`src/rtl/data_pack_pkg.sv`:
```
// Shared definitions for the 16-to-32 sample packer and its matching
// 32-to-16 unpacker in the JESD loopback path.
//   - default sample and packed-word widths
//   - pair-phase encoding used by the packer FSM
//   - PACK_RATIO: samples per packed word, common to packer and unpacker
package data_pack_pkg;

    localparam int DEF_DATA_IN_WIDTH  = 16;
    localparam int DEF_DATA_OUT_WIDTH = 32;
    localparam int PACK_RATIO         = 2;

    // PH_LOW: waiting for the low (first) sample of a pair.
    // PH_HIGH: low sample held, waiting for the high (second) sample.
    typedef enum logic {
        PH_LOW  = 1'b0,
        PH_HIGH = 1'b1
    } phase_t;

endpackage

```
`src/rtl/sync_fifo_fwft.sv`:
```
// Single-clock first-word-fall-through FIFO.
// The head entry is presented combinationally on pop_data while the FIFO is
// non-empty; pop_data reads as zero when empty.
// Ports:
//   clk_out, rst_n  : clock, asynchronous active-low reset
//   push, push_data : write request and data; ignored when full unless a
//                     pop is accepted in the same cycle
//   pop             : consume the head entry; ignored when empty
//   pop_data        : head entry (zero when empty)
//   full, empty     : occupancy flags
//   level           : current occupancy, 0..DEPTH
module sync_fifo_fwft #(
    parameter int WIDTH = 64,
    parameter int DEPTH = 4
) (
    input  logic                     clk_out,
    input  logic                     rst_n,
    input  logic                     push,
    input  logic [WIDTH-1:0]         push_data,
    input  logic                     pop,
    output logic [WIDTH-1:0]         pop_data,
    output logic                     full,
    output logic                     empty,
    output logic [$clog2(DEPTH):0]   level
);

    localparam int AW = $clog2(DEPTH);
    localparam logic [AW-1:0] PTR_ONE    = AW'(1);
    localparam logic [AW:0]   LEVEL_ONE  = (AW + 1)'(1);
    localparam logic [AW:0]   LEVEL_FULL = (AW + 1)'(DEPTH);

    logic [WIDTH-1:0] mem [DEPTH];
    logic [AW-1:0]    wr_ptr;
    logic [AW-1:0]    rd_ptr;
    logic             push_ok;
    logic             pop_ok;

    assign full  = (level == LEVEL_FULL);
    assign empty = (level == '0);

    // A pop frees the slot the simultaneous push needs, so a full FIFO still
    // accepts a write when the head is consumed in the same cycle.
    assign pop_ok  = pop & ~empty;
    assign push_ok = push & (~full | pop_ok);

    assign pop_data = empty ? '0 : mem[rd_ptr];

    // NOTE: the storage array has no reset; the read side is gated by empty,
    // so stale contents are never observable and the array can map to RAM.
    always_ff @(posedge clk_out) begin
        if (push_ok) begin
            mem[wr_ptr] <= push_data;
        end
    end

    // NOTE: sequential state uses non-blocking assignments so every register
    // samples the pre-edge values regardless of statement order.
    always_ff @(posedge clk_out or negedge rst_n) begin
        if (!rst_n) begin
            wr_ptr <= '0;
            rd_ptr <= '0;
            level  <= '0;
        end else begin
            if (push_ok) begin
                wr_ptr <= wr_ptr + PTR_ONE;
            end
            if (pop_ok) begin
                rd_ptr <= rd_ptr + PTR_ONE;
            end
            case ({push_ok, pop_ok})
                2'b10:   level <= level + LEVEL_ONE;
                2'b01:   level <= level - LEVEL_ONE;
                default: level <= level;
            endcase
        end
    end

endmodule

```
`src/rtl/data_16to32_pack.sv`:
```
// Packs a stream of I/Q samples into words of two samples each.
// The first sample of a pair lands in the low half, the second in the high
// half, matching the low-half-first order of the downstream unpacker.
// Ports:
//   clk_out, rst_n         : sample-rate clock, asynchronous active-low reset
//   din_valid              : input sample qualifier
//   din_sync               : marks the low sample of a pair (with din_valid)
//   din_real, din_imag     : I and Q samples
//   dout_ready             : downstream accepts the head word
//   dout_valid             : output FIFO non-empty
//   dout_real, dout_imag   : packed words {second, first}; zero when invalid
//   fifo_level             : output FIFO occupancy
//   overflow               : sticky, a word was dropped on a full FIFO
//   align_err              : sticky, din_sync seen with a half-filled pair
//   clr_status             : synchronous clear of the sticky flags
module data_16to32_pack
    import data_pack_pkg::*;
#(
    parameter int DATA_IN_WIDTH  = DEF_DATA_IN_WIDTH,
    parameter int DATA_OUT_WIDTH = DEF_DATA_OUT_WIDTH,
    parameter int FIFO_DEPTH     = 4
) (
    input  logic                          clk_out,
    input  logic                          rst_n,
    input  logic                          din_valid,
    input  logic                          din_sync,
    input  logic [DATA_IN_WIDTH-1:0]      din_real,
    input  logic [DATA_IN_WIDTH-1:0]      din_imag,
    input  logic                          dout_ready,
    output logic                          dout_valid,
    output logic [DATA_OUT_WIDTH-1:0]     dout_real,
    output logic [DATA_OUT_WIDTH-1:0]     dout_imag,
    output logic [$clog2(FIFO_DEPTH):0]   fifo_level,
    output logic                          overflow,
    output logic                          align_err,
    input  logic                          clr_status
);

    if (DATA_OUT_WIDTH != PACK_RATIO * DATA_IN_WIDTH) begin : g_bad_width
        $error("data_16to32_pack: DATA_OUT_WIDTH must be twice DATA_IN_WIDTH");
    end
    if (FIFO_DEPTH < 2 || (FIFO_DEPTH & (FIFO_DEPTH - 1)) != 0) begin : g_bad_depth
        $error("data_16to32_pack: FIFO_DEPTH must be a power of two >= 2");
    end

    localparam int FW = 2 * DATA_OUT_WIDTH;

    phase_t                     phase_q;
    phase_t                     phase_d;
    logic [DATA_IN_WIDTH-1:0]   lo_real;
    logic [DATA_IN_WIDTH-1:0]   lo_imag;
    logic                       capture_lo;
    logic                       push;
    logic                       set_align;
    logic                       set_overflow;
    logic [FW-1:0]              push_word;
    logic [FW-1:0]              head_word;
    logic                       fifo_full;
    logic                       fifo_empty;

    always_ff @(posedge clk_out or negedge rst_n) begin
        if (!rst_n) begin
            phase_q <= PH_LOW;
        end else begin
            phase_q <= phase_d;
        end
    end

    // NOTE: every output of this block gets a default first, so no path
    // leaves a signal unassigned and no latch is inferred.
    always_comb begin
        phase_d    = phase_q;
        capture_lo = 1'b0;
        push       = 1'b0;
        set_align  = 1'b0;
        if (din_valid) begin
            case (phase_q)
                PH_LOW: begin
                    capture_lo = 1'b1;
                    phase_d    = PH_HIGH;
                end
                PH_HIGH: begin
                    if (din_sync) begin
                        // A new pair started early: the held sample is
                        // orphaned, so restart the pair from this sample.
                        set_align  = 1'b1;
                        capture_lo = 1'b1;
                    end else begin
                        push    = 1'b1;
                        phase_d = PH_LOW;
                    end
                end
                default: phase_d = PH_LOW;
            endcase
        end
    end

    always_ff @(posedge clk_out or negedge rst_n) begin
        if (!rst_n) begin
            lo_real <= '0;
            lo_imag <= '0;
        end else if (capture_lo) begin
            lo_real <= din_real;
            lo_imag <= din_imag;
        end
    end

    // FIFO entry layout: imag word in the upper half, real word in the lower.
    assign push_word = {din_imag, lo_imag, din_real, lo_real};

    // A full FIFO only drops the word when the head is not consumed this
    // cycle; full implies non-empty, so dout_ready alone decides the pop.
    assign set_overflow = push & fifo_full & ~dout_ready;

    sync_fifo_fwft #(
        .WIDTH (FW),
        .DEPTH (FIFO_DEPTH)
    ) u_fifo (
        .clk_out   (clk_out),
        .rst_n     (rst_n),
        .push      (push),
        .push_data (push_word),
        .pop       (dout_ready),
        .pop_data  (head_word),
        .full      (fifo_full),
        .empty     (fifo_empty),
        .level     (fifo_level)
    );

    assign dout_valid = ~fifo_empty;
    assign dout_real  = head_word[DATA_OUT_WIDTH-1:0];
    assign dout_imag  = head_word[FW-1:DATA_OUT_WIDTH];

    // Set takes priority over clear so an event in the clearing cycle is kept.
    always_ff @(posedge clk_out or negedge rst_n) begin
        if (!rst_n) begin
            overflow  <= 1'b0;
            align_err <= 1'b0;
        end else begin
            if (set_overflow) begin
                overflow <= 1'b1;
            end else if (clr_status) begin
                overflow <= 1'b0;
            end
            if (set_align) begin
                align_err <= 1'b1;
            end else if (clr_status) begin
                align_err <= 1'b0;
            end
        end
    end

endmodule

```
`config.mk`:
```
export PLATFORM = sky130hd
export DESIGN_NAME = data_16to32_pack
export DESIGN_NICKNAME = d
export VERILOG_FILES = /design/src/rtl/data_pack_pkg.sv /design/src/rtl/sync_fifo_fwft.sv /design/src/rtl/data_16to32_pack.sv
export SDC_FILE = /design/constraint.sdc
export NUM_CORES = 1
export LEC_CHECK = 0
export CORE_MARGIN = 1
export CORE_UTILIZATION = 40
export DETAILED_ROUTE_END_ITERATION = 8
export GPL_TIMING_DRIVEN = 0
export PLACE_DENSITY = 0.68
export REMOVE_ABC_BUFFERS = 1
export SLEW_MARGIN = 30
export SYNTH_ARGS = -nofsm -noshare
export SYNTH_HDL_FRONTEND = slang
export SYNTH_SLANG_ARGS = --single-unit
```
`constraint.sdc`:
```
create_clock -name clk_out -period 4 [get_ports clk_out]
set_input_delay 0.6 -clock clk_out [delete_from_list [all_inputs] [get_ports clk_out]]
set_output_delay 0.6 -clock clk_out [all_outputs]
set_load 0.01 [all_outputs]
```
## Word-level counts from Yosys, hierarchy flattened

Memories as Yosys holds them, arrays and structs flattened.
Index checks and enable logic that the tools add are counted.

- Logic and storage cells: 44
- Memories kept: 1
- Latch bits: 0
- Input port bits: 38
- Memory bits (writable): 256
- Register bits after elaboration: 42
- ROM bits: 0

Memories:

| memory | words | width | rd ports | clocked after memory_dff | write ports | line | text |
|---|---|---|---|---|---|---|---|
| u_fifo.mem | 4 | 64 | 1 | 0 | 1 | sync_fifo_fwft.sv:32 | `logic [WIDTH-1:0] mem [DEPTH];` |

- Mux-type cells: 15
- Magnitude comparators: 0
- $add $sub $neg: 4
- Shift operators: 0
- $mul: 0
- Bitwise logic cells: 9
- Divide/modulo/power cells: 0
- Equality and inequality tests: 3
- Reduce and logical (&&, ||, !) cells: 4

Operators with widths:

| cell | count |
|---|---|
| 2-to-1 mux 64 bit | 1 |
| 2-to-1 mux 1 bit | 12 |
| one-hot mux 3 bit (2 select lines) | 1 |
| nonzero test 2 bit | 3 |
| adder 2 x 1 -> 2 bit, second input constant | 2 |
| AND 1 bit | 4 |
| NOT 1 bit | 4 |
| adder 3 x 1 -> 3 bit, second input constant | 1 |
| == test 3 bit, second input constant | 1 |
| logical NOT 3 bit | 1 |
| subtractor 3 x 1 -> 3 bit, second input constant | 1 |
| == test 2 x 1 -> 1 bit, second input constant | 1 |
| == test 2 bit, second input constant | 1 |
| one-hot mux 1 bit (2 select lines) | 1 |
| OR 1 bit | 1 |

## Longest topological paths before layout

Gate-level depths: netlist of run 1.

- Depth in word-level cells: 7
- Mapped depth: 9
- Mapped depth without buffers: 9

## Cells and area by module

Synthesis of run 1 repeated with hierarchy kept, for this count alone.

- Cells, all modules: 537
- Area total of the unflattened synthesis: 11489.8 um^2

By module, submodules not included:

| module | area an instance (um^2) | cells each | instances |
|---|---|---|---|
| sync_fifo_fwft | 10156.0 | 457 | 1 |
| data_16to32_pack | 1333.8 | 80 | 1 |

## Worst setup path before layout of run 1

No wires, ideal clock.

- Path kind: input port to flip-flop
- From: input port din_sync
- To: memory u_fifo.mem[0][0] (enable)
- Arrival time: 2.580 ns
- Path buffers: 0
- Path slack: 0.991 ns
- Stages: 3
- Path through: nand3b_2 > nor2b_4 > and2_1

- Word-level cells in the longest chain between the ends: 6

Ends and longest elaborated chain:

| element | line | text |
|---|---|---|
| start: declaration | data_16to32_pack.sv:26 | `input logic din_sync,` |
| 2-to-1 mux 1 bit | data_16to32_pack.sv:83 | `if (din_sync) begin` |
| 2-to-1 mux 1 bit | data_16to32_pack.sv:77 | `case (phase_q)` |
| 2-to-1 mux 1 bit | data_16to32_pack.sv:76 | `if (din_valid) begin` |
| AND 1 bit | sync_fifo_fwft.sv:44 | `assign push_ok = push & (~full \| pop_ok);` |
| 2-to-1 mux 1 bit | sync_fifo_fwft.sv:51 | `if (push_ok) begin` |
| 2-to-1 mux 1 bit (not written as such) | sync_fifo_fwft.sv:52 | `mem[wr_ptr] <= push_data;` |
| end: declaration | sync_fifo_fwft.sv:32 |  |

Every way passes these cells.

## Worst setup path after layout of run 1

- From: register u_fifo.rd_ptr[1]
- To: output port dout_real[1]

- Word-level cells in the longest chain between the ends: 2

Ends and longest elaborated chain:

| element | line | text |
|---|---|---|
| start: declaration | sync_fifo_fwft.sv:34 | `logic [AW-1:0] rd_ptr;` |
| start signal: assignment | sync_fifo_fwft.sv:68 | `rd_ptr <= rd_ptr + PTR_ONE;` |
| memory read (4 x 64 bit) | - |  |
| 2-to-1 mux 64 bit | sync_fifo_fwft.sv:46 | `assign pop_data = empty ? '0 : mem[rd_ptr];` |
| end: declaration | data_16to32_pack.sv:31 | `output logic [DATA_OUT_WIDTH-1:0] dout_real,` |

Every way passes these cells.

==> out/results.tsv, run 1 <==
stage	metric	value	unit
outcome	status	complete, no violations	
cells_and_area	fin_util	0.5070	
die	die_w	170.7	um
grt	grt_pass1_vias	5619	
critical_path	worstPathArrival	2.67	ns
pwr	p_leak	4.704	nW
synth	synth.avg_cell_area	21.81	um^2
cts	cts-root-buf	clkbuf_16	
sta	slew_headroom	0.6345	
cts	clock-sinks	298	
route	drc	0	
critical_path	crit_path_max_fanout	33	
critical_path	crit_family	buffers and inverters	
placed_design	place_ws	1.022	ns
placed_design	dp_hpwl	11900	um
grt	gr-total-overflow	0	
sta	hold_viol	0	
critical_path	cp-end-kind	output pin	
sta	slew_violations	0	
sta	fmax	306.2	MHz
sta	rsz0062_at_grt	false	
sta	setup_viol	0	
critical_path	startpoint	u_fifo.rd_ptr[1]	
critical_path	critPathSlowestCell	dfrtp_4	
die	pin_count	108	
critical_path	r2r_start	u_fifo.level[0]	
synth	yosys.area.top_type	edfxtp_1	
die	die_area	29140	um^2
synth	synth_area_leaders	edfxtp_1, mux4_2, dfrtp_1	
synth	syn_inst	522	
synth	synth_seq_cells	298	
placed_design	io_buffers	107	
route	drtPass1Iterations	4	
cts	cts_tree	built	
placed_design	place.gp.congestion	0.7190	
sta	setup_ws	0.7346	ns
route	routedWlPerCell	18.98	um
die	row_count	61	
cts	insertion_delay	0.55	ns
route	vias_per_cell	4.978	
die	core_area	27860	um^2
critical_path	startpoint_type	register	
flow_run	max-cap-violations	0	
route	drt-total-wl	19980	um
min_path	worst_hold_path_type	in2async	
cts	cts-resized-gates	0	
die	initial_core_util	0.4087	
pwr	ir_drop	0.0005429	V
sta	tightest_slew	0.5483	ns
synth	ys_seq_area_frac	0.7676	
critical_path	crit_required	3.40	ns
grt	antenna_found_initial	0	
sta	whs	0.4741	ns
cts	clock_path_buffers	3	
cells_and_area	area_growth	24.06	%
critical_path	path_cells	buf_12 > mux4_2 > and2_1 > clkdlybuf4s50_1	
cts	post_cts_buffers	0	
grt	grt_pass1_wl	31240	um
synth	yosysWarningCount	0	
synth	netlist.area_leader.share	0.6752	
sta	fin_crit_sh	0.8164	
sta	finalCriticalPeriod	3.265	ns
critical_path	r2r_setup_slack	1.64	ns
critical_path	critPathKind	reg2out	
cells_and_area	drive_above_1_share	0.2089	
cells_and_area	diodes	0	
grt	grt_max_degree	40	
cells_and_area	nets	694	
critical_path	max_stage_delay	0.77	ns
die	die_y	170.7	um
cts	cts_max_level	1	
route	via_count	5242	
route	drt_iter0_markers	262	
pwr	power_density	706.0	nW/um^2
critical_path	crit_buf_inv	2	
synth	syn-cell-area	11380	um^2
synth	ys_types	26	
route	ant_nets	0	
pwr	p_total	9.971	mW
grt	grt_use_total	0.1420	
cts	cts_buffers	31	
cts	path_clk_slew	0.07	ns
sta	finClkSkew	0.01291	ns
-- cell type report --
| type | instances | area, um^2 |
|---|---|---|
| clock buffer | 42 | 867.1 |
| clock inverter | 16 | 177.7 |
| fill | 2217 | 13730 |
| inverter | 9 | 33.78 |
| multi-input combinational | 191 | 2497 |
| sequential | 298 | 8746 |
| tap | 378 | 473.0 |
| timing repair buffer | 119 | 1329 |
-- cell families (layout without fill, tap and decap cells) --
logic type / after synthesis / after routing / share of synthesized area
mux: 97 / 97 / 0.1596
fa+ha+maj: 6 / 6 / 0.007254
compound gates: 5 / 5 / 0.002528
flops: 298 / 298 / 0.7676
xor+xnor: 6 / 6 / 0.004617
buf+inv: 33 / 186 / 0.01539
simple gates: 77 / 77 / 0.04308
-- metrics by stage --
step | cell area, um^2 | TNS, ns | cells
after CTS | 14120 | 0 | 1053
after floorplan | 11240 | -2.411 | 498
after global routing | 14120 | 0 | 1053
after detailed placement | 13070 | 0 | 994
after global placement | 12790 | -295.05 | 983
final | 14120 | 0 | 1053
-- state kept, by name (all words and copies together), names as in the netlist --
signal and count:
u_fifo.mem 256, overflow 1, lo_imag 16, align_err 1, lo_real 16, u_fifo.level 3
u_fifo.wr_ptr 2, phase_q 1, u_fifo.rd_ptr 2
-- metal layers --
layer,part of all wire,GRT usage,routed length (um),vias to the layer above
li1,-,-,-,2330
met1,0.42,0.1824,8435,2756
met2,0.51,0.2463,10210,127
met3,0.052,0.03030,1036,29
met4,0.015,0.03329,301,0
met5,0,0,0,-
-- worst paths after layout --
path,to,cells past startpoint
min in group clk_out,u_fifo.mem[0][12],0
max reg2reg,u_fifo.level[2],9
max in group asynchronous,u_fifo.rd_ptr[0],3
min,lo_imag[13],2
min reg2reg,u_fifo.mem[0][12],0
max,dout_real[1],4
-- cell usage in the layout, fill, tap and decap left out, types with 4 or more instances in the layout --
master,instances
clkinvlp_4,4
mux4_2,64
mux2_1,32
clkinv_2,5
edfxtp_1,256
clkdlybuf4s50_1,106
inv_1,7
buf_12,7
buf_16,4
clkbuf_8,5
dfrtp_1,40
and2_1,65
clkbuf_1,6
ha_1,5
clkbuf_16,31
and2_4,4
-- report_power, final --
group	switching (mW)	internal [mW]	total, mW	leakage [nW]
logic	1.26	1.85	3.12	1.39
clock network	1.14	1.71	2.86	0.505
registers	0.243	3.75	4.00	2.81
total	2.65	7.32	9.97	4.70
-- synthesized netlist by cell type --
library cell  number
or4b_1             1
o21a_1             1
ha_1               5
fa_1               1
mux2_4             1
or3_1              1
inv_1              7
nand3b_2           1
buf_2             11
mux4_2            64
xnor2_1            3
inv_2              2
dfrtp_1           42
nand2_1            1
nor2b_4            1
nor2_1             1
o21ai_1            1
and2_1            69
buf_6              5
xor2_1             3
nand3_1            2
o21ai_0            2
edfxtp_1         256
clkbuf_1           8
mux2_1            32
o22ai_1            1
-- what timing repair did --
action	4_1_cts	5_1_grt
endpoints found under the setup margin	0	0
endpoints found under the hold margin	16	0
hold buffers	1	0
Power figures use the tool's default switching activity.
==> run 2, diff against run 1 <==
--- a/config.mk
+++ b/config.mk
@@ -9,7 +9,7 @@
 export CORE_UTILIZATION = 40
 export DETAILED_ROUTE_END_ITERATION = 8
 export GPL_TIMING_DRIVEN = 0
-export PLACE_DENSITY = 0.68
+export PLACE_DENSITY = 0.7
 export REMOVE_ABC_BUFFERS = 1
 export SLEW_MARGIN = 30
 export SYNTH_ARGS = -nofsm -noshare
==> constraint.sdc (replaced) <==
create_clock -name clk_out -period 3 [get_ports clk_out]
set_input_delay 0.45 -clock clk_out [delete_from_list [all_inputs] [get_ports clk_out]]
set_output_delay 0.45 -clock clk_out [all_outputs]
set_load 0.01 [all_outputs]
==> out/results.tsv, run 2 (synthesis gave the netlist of run 1 again) <==
stage	metric	value	unit
sta	finalCriticalPeriod	2.953	ns
cts	cts_buffers	30	
grt	gr-total-overflow	0	
cells_and_area	nets	704	
sta	tightest_slew	0.6144	ns
placed_design	io_buffers	107	
cts	path_clk_slew	0.06	ns
sta	fmax	338.6	MHz
cts	cts_tree	built	
die	core_area	27860	um^2
pwr	seqPwrFrac	0.397	
cells_and_area	final_cell_mix	edfxtp_1, and2_1, clkdlybuf4s50_1	
die	initial_core_util	0.4087	
sta	rsz0062_at_grt	true	
critical_path	worstPathArrival	2.50	ns
route	drtPass1Iterations	4	
cts	clock-sinks	298	
placed_design	dp_hpwl	12510	um
cells_and_area	fin_util	0.5125	
critical_path	crit_path_max_fanout	14	
pwr	p_leak	5.055	nW
pwr	p_clk_frac	0.277	
die	die_area	29140	um^2
cells_and_area	top_regs	u_fifo.mem x256, lo_imag x16, lo_real x16	
pwr	p_switching	3.577	mW
cts	clock_path_buffers	3	
min_path	worst_hold_path_type	in2async	
cts	cts_max_level	1	
critical_path	crit_required	2.55	ns
critical_path	cp-end-kind	output pin	
sta	slew_violations	0	
sta	slew_headroom	0.5904	
die	die_w	170.7	um
cells_and_area	largest_register	u_fifo.mem	
die	row_count	61	
cells_and_area	final_common_cell	edfxtp_1	
pwr	intPower	9.592	mW
sta	fin_crit_sh	0.9845	
sta	finClkSkew	0.01182	ns
cells_and_area	largest_reg_flops	256	
outcome	status	complete, no violations	
die	die_y	170.7	um
grt	grt_pass1_wl	32610	um
route	vias_per_cell	5.008	
critical_path	startpoint_type	register	
pwr	pwr-share-comb	0.326	
cells_and_area	area_growth	25.40	%
pwr	power_density	922.4	nW/um^2
route	drc	0	
placed_design	place.gp.congestion	0.6852	
route	via_count	5328	
sta	finalSetupTns	0	ns
sta	whs	0.3458	ns
pwr	ir_drop	0.0008160	V
grt	grt_use_total	0.1485	
grt	grt_pass1_vias	5865	
die	pin_count	108	
sta	setup_viol	0	
route	drt-total-wl	20880	um
flow_run	max-cap-violations	0	
route	routedWlPerCell	19.63	um
cts	cts-root-buf	clkbuf_16	
critical_path	critPathKind	reg2out	
route	ant_nets	0	
grt	antenna_found_initial	1	
cells_and_area	design_area	14280	um^2
route	drt_iter0_markers	300	
cells_and_area	drive_above_1_share	0.2149	
cts	insertion_delay	0.54	ns
grt	grt_max_degree	38	
sta	hold_viol	0	
pwr	switching_share	0.2716	
placed_design	place_area	13140	um^2
-- run 2: changes by cell type in the layout (fill, tap and decap cells not counted), sizes merged --
cell,change
dlymetal6s2s,+25
diode,+2
buf,+11
clkbuf,-8
clkinv,+8
dlygate4sd2,+16
inv,-2
clkdlybuf4s50,-41
-- run 2: per-stage QoR --
step           worst slack (ns)  power (mW)  std cells
2_1_floorplan           -0.8877       7.640        498
3_3_place_gp             -2.557       9.419        983
3_5_place_dp             0.2049       9.725        997
4_1_cts                -0.02704       13.42       1058
5_1_grt                -0.03111       13.81       1062
6_report                0.04651       13.17       1064
-- run 2: what timing repair did --
action                     CTS  global route
pin swaps                    0             0
hold endpoints to repair    19             0
resized for setup           16            26
setup endpoints to repair   64            43
hold buffers                 1             0
gates cloned                 1             0
buffers inserted             3             4
-- run 2: layout make-up --
cell class / count / area, um^2
clock buffer: 34 / 787.0
clock inverter: 22 / 195.2
multi-input combinational: 191 / 2497
inverter: 9 / 33.78
antenna: 2 / 5.005
fill: 2235 / 13580
sequential: 298 / 8746
timing repair buffer: 130 / 1539
tap: 378 / 473.0
-- run 2: path summary, 6_finish.rpt --
check | from | to | slack, ns | cells past startpoint
max reg2reg | u_fifo.level[0] | u_fifo.level[2] | 0.58 | 9
min reg2reg | lo_real[15] | u_fifo.mem[0][15] | 0.51 | 0
min in group clk_out | clr_status | align_err | 0.51 | 2
min | rst_n | lo_imag[13] | 0.35 | 2
max | u_fifo.rd_ptr[0] | dout_imag[7] | 0.05 | 5
max in group asynchronous | rst_n | u_fifo.rd_ptr[0] | 2.16 | 3
-- run 2: critical path, stage by stage, from the launching register on --
cell and delay (ns):
dfrtp_4 0.51, buf_12 0.13, buf_16 0.15, mux4_2 0.51, and2_1 0.17, clkdlybuf4s50_1 0.48
-- run 2: layer usage --
layer  share of wire  track usage  wire length [um]  vias up
met5               0            0                 0        -
met4           0.012      0.03564               245        0
met3           0.045      0.02683               943       21
met2            0.50       0.2541             10470      118
met1            0.44       0.1968              9226     2826
li1                -            -                 -     2363
-- run 2: power by group through the flow --
stage          logic (mW)  registers [mW]  clock network [mW]
2_1_floorplan        2.10            5.54                   0
3_3_place_gp         3.72            5.70                   0
3_5_place_dp         4.30            5.42                   0
4_1_cts              4.41            5.28                3.73
5_1_grt              4.65            5.27                3.89
6_report             4.29            5.23                3.65
